**src/rtl/inv_pkg.sv**
```systemverilog
// Shared types for the vector inverter pipeline: lane operation modes and skid-buffer states.
package inv_pkg;

    localparam int unsigned MODE_W = 2;

    typedef enum logic [1:0] {
        PASS = 2'b00,
        NOT  = 2'b01,
        NEG  = 2'b10,
        ABS  = 2'b11
    } inv_mode_t;

    typedef enum logic [1:0] {
        EMPTY = 2'b00,
        ONE   = 2'b01,
        FULL  = 2'b10
    } skid_state_t;

endpackage

```
**src/rtl/inv_lane.sv**
```systemverilog
// Combinational single-lane operator: pass, invert, negate or absolute value with
// overflow on the most-negative operand.
module inv_lane
    import inv_pkg::*;
#(
    parameter int unsigned WIDTH = 8
) (
    input  logic [WIDTH-1:0] i_x,
    input  inv_mode_t        i_mode,
    output logic [WIDTH-1:0] o_y,
    output logic             o_ovf
);

    localparam logic [WIDTH-1:0] MinVal = {1'b1, {(WIDTH-1){1'b0}}};

    logic [WIDTH-1:0] w_neg;
    logic             w_is_min;

    // Negating the most-negative value wraps back to itself, which is the required result.
    assign w_neg    = ~i_x + WIDTH'(1);
    assign w_is_min = (i_x == MinVal);

    always_comb begin
        o_y   = i_x;
        o_ovf = 1'b0;
        unique case (i_mode)
            PASS: o_y = i_x;
            NOT:  o_y = ~i_x;
            NEG: begin
                o_y   = w_neg;
                o_ovf = w_is_min;
            end
            ABS: begin
                o_y   = i_x[WIDTH-1] ? w_neg : i_x;
                o_ovf = w_is_min;
            end
            default: ;
        endcase
    end

endmodule

```
**src/rtl/inv_vec_pipe.sv**
```systemverilog
// Multi-lane inverter with a registered ready/valid output stage and 2-entry skid buffer.
// Optional transfer/overflow statistics counters are enabled by defining INV_STATS_EN.
module inv_vec_pipe
    import inv_pkg::*;
#(
    parameter int unsigned WIDTH = 8,
    parameter int unsigned LANES = 4
) (
    input  logic                   i_clk,
    input  logic                   i_reset,
    input  logic                   i_in_valid,
    output logic                   o_in_ready,
    input  logic [MODE_W-1:0]      i_in_mode,
    input  logic [LANES*WIDTH-1:0] i_in_data,
    output logic                   o_out_valid,
    input  logic                   i_out_ready,
    output logic [LANES*WIDTH-1:0] o_out_data,
    output logic [LANES-1:0]       o_out_ovf,
    output logic [MODE_W-1:0]      o_out_mode
`ifdef INV_STATS_EN
    ,
    output logic [31:0]            o_stat_xfer,
    output logic [31:0]            o_stat_ovf
`endif
);

    localparam int unsigned DW = LANES * WIDTH;

    inv_mode_t      w_mode;
    logic [DW-1:0]  w_res;
    logic [LANES-1:0] w_ovf;

    assign w_mode = inv_mode_t'(i_in_mode);

    for (genvar g = 0; g < LANES; g++) begin : g_lane
        inv_lane #(
            .WIDTH (WIDTH)
        ) u_lane (
            .i_x    (i_in_data[g*WIDTH +: WIDTH]),
            .i_mode (w_mode),
            .o_y    (w_res[g*WIDTH +: WIDTH]),
            .o_ovf  (w_ovf[g])
        );
    end

    skid_state_t      r_state, w_state_next;
    logic             w_in_xfer, w_out_xfer;
    logic             w_load_m_in, w_load_m_skid, w_load_s;

    logic [DW-1:0]     r_m_data, r_s_data;
    logic [LANES-1:0]  r_m_ovf, r_s_ovf;
    logic [MODE_W-1:0] r_m_mode, r_s_mode;

    // Ready depends only on registered state, so out_ready never reaches in_ready.
    assign o_in_ready  = (r_state != FULL);
    assign o_out_valid = (r_state != EMPTY);
    assign w_in_xfer   = i_in_valid && o_in_ready;
    assign w_out_xfer  = o_out_valid && i_out_ready;

    always_comb begin
        w_state_next  = r_state;
        w_load_m_in   = 1'b0;
        w_load_m_skid = 1'b0;
        w_load_s      = 1'b0;
        unique case (r_state)
            EMPTY: begin
                if (w_in_xfer) begin
                    w_state_next = ONE;
                    w_load_m_in  = 1'b1;
                end
            end
            ONE: begin
                if (w_in_xfer && w_out_xfer) begin
                    w_load_m_in = 1'b1;
                end else if (w_in_xfer) begin
                    w_state_next = FULL;
                    w_load_s     = 1'b1;
                end else if (w_out_xfer) begin
                    w_state_next = EMPTY;
                end
            end
            FULL: begin
                if (w_out_xfer) begin
                    w_state_next  = ONE;
                    w_load_m_skid = 1'b1;
                end
            end
            default: w_state_next = EMPTY;
        endcase
    end

    always_ff @(posedge i_clk) begin
        if (i_reset) begin
            r_state <= EMPTY;
        end else begin
            r_state <= w_state_next;
        end
    end

    always_ff @(posedge i_clk) begin
        if (i_reset) begin
            r_m_data <= '0;
            r_m_ovf  <= '0;
            r_m_mode <= '0;
            r_s_data <= '0;
            r_s_ovf  <= '0;
            r_s_mode <= '0;
        end else begin
            if (w_load_m_in) begin
                r_m_data <= w_res;
                r_m_ovf  <= w_ovf;
                r_m_mode <= i_in_mode;
            end else if (w_load_m_skid) begin
                r_m_data <= r_s_data;
                r_m_ovf  <= r_s_ovf;
                r_m_mode <= r_s_mode;
            end
            if (w_load_s) begin
                r_s_data <= w_res;
                r_s_ovf  <= w_ovf;
                r_s_mode <= i_in_mode;
            end
        end
    end

    assign o_out_data = r_m_data;
    assign o_out_ovf  = r_m_ovf;
    assign o_out_mode = r_m_mode;

`ifdef INV_STATS_EN
    logic [31:0] r_stat_xfer, r_stat_ovf;
    logic [31:0] w_pop;
    logic [32:0] w_ovf_sum;

    always_comb begin
        w_pop = '0;
        for (int i = 0; i < LANES; i++) begin
            w_pop = w_pop + {31'b0, r_m_ovf[i]};
        end
        w_ovf_sum = {1'b0, r_stat_ovf} + {1'b0, w_pop};
    end

    always_ff @(posedge i_clk) begin
        if (i_reset) begin
            r_stat_xfer <= '0;
            r_stat_ovf  <= '0;
        end else if (w_out_xfer) begin
            if (r_stat_xfer != '1) begin
                r_stat_xfer <= r_stat_xfer + 32'd1;
            end
            r_stat_ovf <= w_ovf_sum[32] ? '1 : w_ovf_sum[31:0];
        end
    end

    assign o_stat_xfer = r_stat_xfer;
    assign o_stat_ovf  = r_stat_ovf;
`endif

endmodule

```
**config.mk**
```make
export PLATFORM = sky130hd
export DESIGN_NAME = inv_vec_pipe
export DESIGN_NICKNAME = d
export VERILOG_FILES = /design/src/rtl/inv_pkg.sv /design/src/rtl/inv_lane.sv /design/src/rtl/inv_vec_pipe.sv
export SDC_FILE = /design/constraint.sdc
export NUM_CORES = 1
export LEC_CHECK = 0
export BUFFER_PORTS_ARGS = -buffer_cell sky130_fd_sc_hd__buf_2
export CAP_MARGIN = 25
export CORE_ASPECT_RATIO = 0.8
export CORE_MARGIN = 3
export CORE_UTILIZATION = 60
export CTS_CLUSTER_DIAMETER = 100
export CTS_CLUSTER_SIZE = 25
export DETAILED_ROUTE_END_ITERATION = 16
export PLACE_DENSITY = 0.84
export REMOVE_ABC_BUFFERS = 1
export SYNTH_ARGS = -nofsm -noshare
export SYNTH_HDL_FRONTEND = slang
export SYNTH_SLANG_ARGS = --single-unit
```
**constraint.sdc**
```tcl
create_clock -name i_clk -period 2.5 [get_ports i_clk]
set_input_delay 0.125 -clock i_clk [delete_from_list [all_inputs] [get_ports i_clk]]
set_output_delay 0.125 -clock i_clk [all_outputs]
set_load 0.1 [all_outputs]
```
== Yosys cells after proc, flatten, opt, wreduce, memory -nomap -nowiden ==
Index checks and enable logic that the tools add are counted.

* Add/subtract/negate cells: 4
* Equality and inequality tests: 14
* Multiplexer cells: 31
* Bitwise gates (word level): 4
* Reduce and logical (&&, ||, !) cells: 9

{| class="wikitable"
|+ Operators by type and width
! operator !! count
|-
| one-hot mux 8 bit (4 select lines) || 4
|-
| two-way mux 32 bit || 2
|-
| adder 8 x 1 -> 8 bit (second input constant) || 4
|-
| == test 8 bit (second input constant) || 4
|-
| two-way mux 8 bit || 4
|-
| inverter 8 bit || 4
|-
| two-way mux 2 bit || 7
|-
| two-way mux 1 bit || 10
|-
| two-way mux 4 bit || 2
|-
| inequality test 2 bit (second input constant) || 4
|-
| == test 2 bit (second input constant) || 3
|-
| one-hot mux 2 bit (3 select lines) || 1
|-
| == test 2 x 1 -> 1 bit (second input constant) || 2
|-
| logical NOT 2 bit || 2
|-
| AND reduction 4 bit || 1
|-
| nonzero test 2 bit || 2
|-
| logical AND 1 bit || 3
|-
| inequality test 3 bit (second input constant) || 1
|-
| one-hot mux 1 bit (2 select lines) || 1
|-
| OR reduction 2 bit || 1
|}

* Register bits after elaboration: 78
* Input port bits: 38
* Output and inout bits: 40
* Word-level logic and storage cells: 69

== Longest topological paths before layout ==
* Word-level depth: 6
* Mapped depth: 8

== By module ==
Synthesis repeated with hierarchy kept, for this count alone.

* Cell total of the unflattened synthesis: 474
* Area, all modules: 4,262.8 um^2

{| class="wikitable"
|+ Modules (own cells, without submodules)
! module !! times used !! cells an instance !! area an instance (um^2)
|-
| inv_vec_pipe || 1 || 314 || 3,011.6
|-
| inv_lane || 4 || 40 || 312.8
|}

== Least setup slack after synthesis ==
OpenSTA, ideal clock, no wires.

* Path type: input to register
* Start point: in i_in_data[26]
* End point: reg r_m_data[31] (netlist: o_out_data[31])
* Library setup time: 0.091 ns
* Arrival: 1.590 ns
* Data required time: 2.409 ns
* Setup slack: 0.819 ns
* Cell stages on the path: 8
* Cells stage by stage: clkbuf_1 -> or4_1 -> nor4_1 -> ha_1 -> inv_1 -> a211o_1 -> a21oi_1 -> a311oi_1

* Longest elaborated chain between the ends: 5

{| class="wikitable"
|+ RTL lines
! item !! RTL line !! text
|-
| from (decl) || inv_vec_pipe.sv:14 || <nowiki>input logic [LANES*WIDTH-1:0] i_in_data,</nowiki>
|-
| inverter 8 bit * || inv_lane.sv:20 || <nowiki>assign w_neg = ~i_x + WIDTH'(1);</nowiki>
|-
| adder 8 x 1 -> 8 bit * || inv_lane.sv:20 ||
|-
| two-way mux 8 bit || inv_lane.sv:34 || <nowiki>o_y = i_x[WIDTH-1] ? w_neg : i_x;</nowiki>
|-
| one-hot mux 8 bit (4 select lines) * || inv_lane.sv:26 || <nowiki>unique case (i_mode)</nowiki>
|-
| two-way mux 32 bit * || inv_vec_pipe.sv:109 || <nowiki>if (w_load_m_in) begin</nowiki>
|-
| to (signal assigned) || inv_vec_pipe.sv:110 || <nowiki>r_m_data <= w_res;</nowiki>
|-
| to (signal assigned) || inv_vec_pipe.sv:114 || <nowiki>r_m_data <= r_s_data;</nowiki>
|-
| to (decl) || inv_vec_pipe.sv:50 || <nowiki>logic [DW-1:0] r_m_data, r_s_data;</nowiki>
|}

Every way passes the cells marked *; elsewhere a longest branch is shown, timed or not.
A chain may end at the register's enable or synchronous reset.

== Final worst setup path ==
* Start point: reg r_state[1]
* End point: reg r_s_data[10]

* Longest elaborated chain between the ends: 5
* Elaborated cells on any way between the ends: 9

{| class="wikitable"
|+ RTL lines
! item !! RTL line !! text
|-
| from (decl) || inv_vec_pipe.sv:46 || <nowiki>skid_state_t r_state, w_state_next;</nowiki>
|-
| from (signal assigned) || inv_vec_pipe.sv:96 || <nowiki>r_state <= w_state_next;</nowiki>
|-
| inequality test 2 bit / nonzero test 2 bit (equally long branches) || inv_vec_pipe.sv:55, inv_vec_pipe.sv:56 ||
|-
| logical AND 1 bit, on equally long branches || inv_vec_pipe.sv:57, inv_vec_pipe.sv:58 ||
|-
| two-way mux 1 bit / logical AND 1 bit (equally long branches) || inv_vec_pipe.sv:75, inv_vec_pipe.sv:73 ||
|-
| two-way mux 1 bit || inv_vec_pipe.sv:73 || <nowiki>if (w_in_xfer && w_out_xfer) begin</nowiki>
|-
| two-way mux 1 bit * || inv_vec_pipe.sv:65 || <nowiki>unique case (r_state)</nowiki>
|-
| to (signal assigned) || inv_vec_pipe.sv:119 || <nowiki>r_s_data <= w_res;</nowiki>
|-
| to (decl) || inv_vec_pipe.sv:50 ||
|}

Marks and branches as above.

==> impl_metrics.csv <==
group,metric,value,unit
outcome,status,"complete, no violations",
job,cap_viol_max_count,0,
logic_synthesis,synth.lib_cells_used.distinct,49,
cells_and_area,multiInputGateArea,2470,µm²
cells_and_area,nets,606,
global_routing,grt_use_total,27.9,%
critical_path,regToRegEndpoint,"r_s_data[10]$_SDFFE_PP0P_",
critical_path,required_worst_endpoint,2720,ps
worst_hold_path,number_of_stages_on_the_worst_hold_path,2,
critical_path,critical_path_arrival,2130,ps
sta,fin_skew,8.40,ps
placement,portBuffers,77,
floorplanning,top_level_ports,78,
global_routing,grt_pass1_vias,3935,
critical_path,worstSetupEndpointType,"flip-flop",
logic_synthesis,synth.avg_cell_area,8.57,µm²
drt,drt-total-wl,11.1,mm
worst_hold_path,hold_path.class,"input pin to flip-flop",
clock_network,cts.clk_slew.worst_paths,80,ps
cells_and_area,num_antenna_cells,0,
logic_synthesis,ys_async_sr_fraction,0,%
sta,timing_max_transition_violations_final,0,
floorplanning,floorplan.initialDensity,64.7,%
sta,hold_viol_final,0,
drt,vias,4136,
critical_path,critPathMaxStageDelay,490,ps
placement,dp_hpwl,7.43,mm
logic_synthesis,synth_enable_flop_cells,0,
sta,rsz0062_at_grt,"false",
logic_synthesis,yosys_most_used_dff,"sky130_fd_sc_hd__dfxtp_1",
logic_synthesis,ys_seq_elements,78,
floorplanning,die-area,8260,µm²
sta,worst-slew-pin-transition,774,ps
sta,hold-worst-slack,36.5,ps
cells_and_area,final_util,73.7,%
placement,dp_cells,633,
power_and_ir_drop,power.density_cell_area,720,nW/µm²
global_routing,globalRouteOverflowTotal,0,
drt,postRouteAntennaNets,0,
cells_and_area,seqCellArea,1560,µm²
clock_network,cts.htree.levels,3,
drt,detail_route.iter0.violations,259,
drt,drt-vias-per-instance,6.37,
cells_and_area,layout-area-overhead-vs-synth,13.9,%
clock_network,clock-root-buffer,"sky130_fd_sc_hd__clkbuf_8",
power_and_ir_drop,power.total,3.54,mW
critical_path,crit_family,"simple AND/OR/NAND/NOR gates",
clock_network,cts_buffer_depth,2,
cells_and_area,final.fill_count,495,
global_routing,wire_length_of_the_first_global_routing_pass,18.5,mm
clock_network,cts_tree,"done",
logic_synthesis,synthesis.instances,504,
floorplanning,row_count,26,
critical_path,critPathBufInv,0,
sta,slew_headroom,48.4,%
power_and_ir_drop,max-vdd-ir-drop,0.000449,V
cells_and_area,post_route_cells_drive_above_1_share,25.1,%
critical_path,timing.setup.critical_path_class,"flip-flop to flip-flop",
global_routing,grt_antenna_before_repair,0,
logic_synthesis,yosys_warnings,0,
clock_network,cts.sink_count,78,
clock_network,holdBufCountCts,0,
floorplanning,die_w,101,µm
global_routing,maximum_number_of_pins_on_one_net_before_global_route_repair,66,
floorplanning,die_height,81.9,µm
power_and_ir_drop,leakage,1.88,nW
sta,setup_viol,0,
worst_hold_path,worstHoldStart,"i_out_ready",
clock_network,tritoncts.num_buffers,9,
logic_synthesis,synth_area,4320,µm²
clock_network,cts.repair.resized,0,
critical_path,path_max_fanout,13,
critical_path,timing.reg2reg.setup_slack,590,ps
critical_path,worstRegToRegCells,4,
sta,final.setup.tns,0,ps
critical_path,reg2reg_from,"r_state[1]$_SDFFE_PP0P_",
clock_network,clk_latency,360,ps
critical_path,ordered_list_of_cells_on_the_worst_path,"and2b_1, nand3b_1, a211oi_1, nor4_2",
logic_synthesis,ys_seq_area_share,36.2,%
sta,final_period_utilization,76.5,%
floorplanning,core_area,6670,µm²
sta,max_freq,523,MHz
worst_hold_path,hold_end,"r_state[1]$_SDFFE_PP0P_",
clock_network,postCtsSetupBuffers,0,
cells_and_area,finalNonFillerCells,649,
drt,wl_per_cell,17.1,µm
placement,gp_congestion,0.872,
sta,layout_min_cycle_time,1910,ps
critical_path,crit_slowest_cell,"sky130_fd_sc_hd__nand3b_1",
drt,drc,0,
drt,dr.pass1.iters,5,
critical_path,timing.critical_path.from_type,"flip-flop",
-- registers in the layout (all words and copies together) (netlist names) --
name	flops
r_s_mode	2
r_s_ovf	4
o_out_data	32
r_s_data	32
o_out_mode	2
r_state	2
o_out_ovf	4
-- stage by stage --
| stage | setup slack, ps | cell area [µm²] |
|---|---|---|
| final | 589 | 4920 |
| after global routing | 484 | 4920 |
| after CTS | 631 | 4920 |
| after detailed placement | 474 | 4680 |
| after global placement | 604 | 4680 |
| after floorplan | -1090 | 4080 |
-- metal layers --
metal / wire, µm / track usage, % / up-vias
met3: 946 / 7.64 / 17
li1: - / - / 1961
met5: 0 / 0 / -
met2: 5150 / 45.5 / 188
met1: 4870 / 36.4 / 1970
met4: 133 / 7.94 / 0
-- layout by cell type (no fill, tap or decap), types with 9 or more instances in the layout --
cell	netlist	final
sky130_fd_sc_hd__inv_1	13	13
sky130_fd_sc_hd__nor2_1	50	50
sky130_fd_sc_hd__o21ai_0	20	20
sky130_fd_sc_hd__a21oi_1	36	36
sky130_fd_sc_hd__buf_2	17	77
sky130_fd_sc_hd__o221ai_1	16	16
sky130_fd_sc_hd__a311oi_1	15	15
sky130_fd_sc_hd__dfxtp_1	78	78
sky130_fd_sc_hd__xnor2_1	20	20
sky130_fd_sc_hd__clkbuf_8	0	9
sky130_fd_sc_hd__nand2_1	52	52
sky130_fd_sc_hd__buf_4	8	11
sky130_fd_sc_hd__nor3_1	11	11
sky130_fd_sc_hd__a211oi_1	18	18
sky130_fd_sc_hd__nand3_1	12	12
sky130_fd_sc_hd__a211oi_2	22	22
-- worst max path at each step --
stage	start	to	slack [ps]	cells past startpoint
floorplan	r_state[0]$_SDFFE_PP0P_	r_s_data[2]$_SDFFE_PP0P_	-1090	4
global placement	i_in_data[10]	o_out_data[15]$_SDFFE_PP0P_	600	7
detailed placement	i_in_data[29]	o_out_data[31]$_SDFFE_PP0P_	470	8
CTS	r_state[1]$_SDFFE_PP0P_	r_s_data[2]$_SDFFE_PP0P_	630	4
global route	r_state[1]$_SDFFE_PP0P_	r_s_data[26]$_SDFFE_PP0P_	480	4
finish	r_state[1]$_SDFFE_PP0P_	r_s_data[10]$_SDFFE_PP0P_	590	4
-- cells in the mapped netlist, types with 11 or more instances --
master / n / area [µm²]
sky130_fd_sc_hd__a211oi_1: 18 / 135
sky130_fd_sc_hd__a211oi_2: 22 / 275
sky130_fd_sc_hd__a21oi_1: 36 / 180
sky130_fd_sc_hd__a311oi_1: 15 / 131
sky130_fd_sc_hd__buf_2: 17 / 85.1
sky130_fd_sc_hd__clkbuf_1: 13 / 48.8
sky130_fd_sc_hd__dfxtp_1: 78 / 1560
sky130_fd_sc_hd__inv_1: 13 / 48.8
sky130_fd_sc_hd__nand2_1: 52 / 195
sky130_fd_sc_hd__nand3_1: 12 / 60.1
sky130_fd_sc_hd__nor2_1: 50 / 188
sky130_fd_sc_hd__nor3_1: 11 / 55.1
sky130_fd_sc_hd__o21ai_0: 20 / 100
sky130_fd_sc_hd__o221ai_1: 16 / 140
sky130_fd_sc_hd__xnor2_1: 20 / 175
-- power breakdown --
| group | internal (mW) | total [mW] | switching (mW) |
|---|---|---|---|
| combinational | 0.238 | 1.03 | 0.790 |
| clock | 0.661 | 1.13 | 0.470 |
| sequential | 1.33 | 1.38 | 0.0494 |
-- logic make-up after synthesis --
| group | after synthesis | share of synthesized area, % |
|---|---|---|
| adders and majority gates | 8 | 2.32 |
| DFF | 78 | 36.2 |
| buffers and inverters | 57 | 6.66 |
| xor gates and xnor gates | 20 | 4.06 |
| AOI/OAI and AO/OA | 140 | 25.1 |
| and+or+nand+nor | 192 | 23.5 |
| muxes | 9 | 2.20 |
-- area by class of cell --
class                      instances  share of cell area (%)
timing repair buffer              89                    9.93
clock buffer                      10                    2.60
sequential                        78                    31.8
multi-input combinational        369                    50.3
inverter                          13                   0.993
clock inverter                     6                    2.24
tap                               84                    2.14
Power figures use the tool's default switching activity.
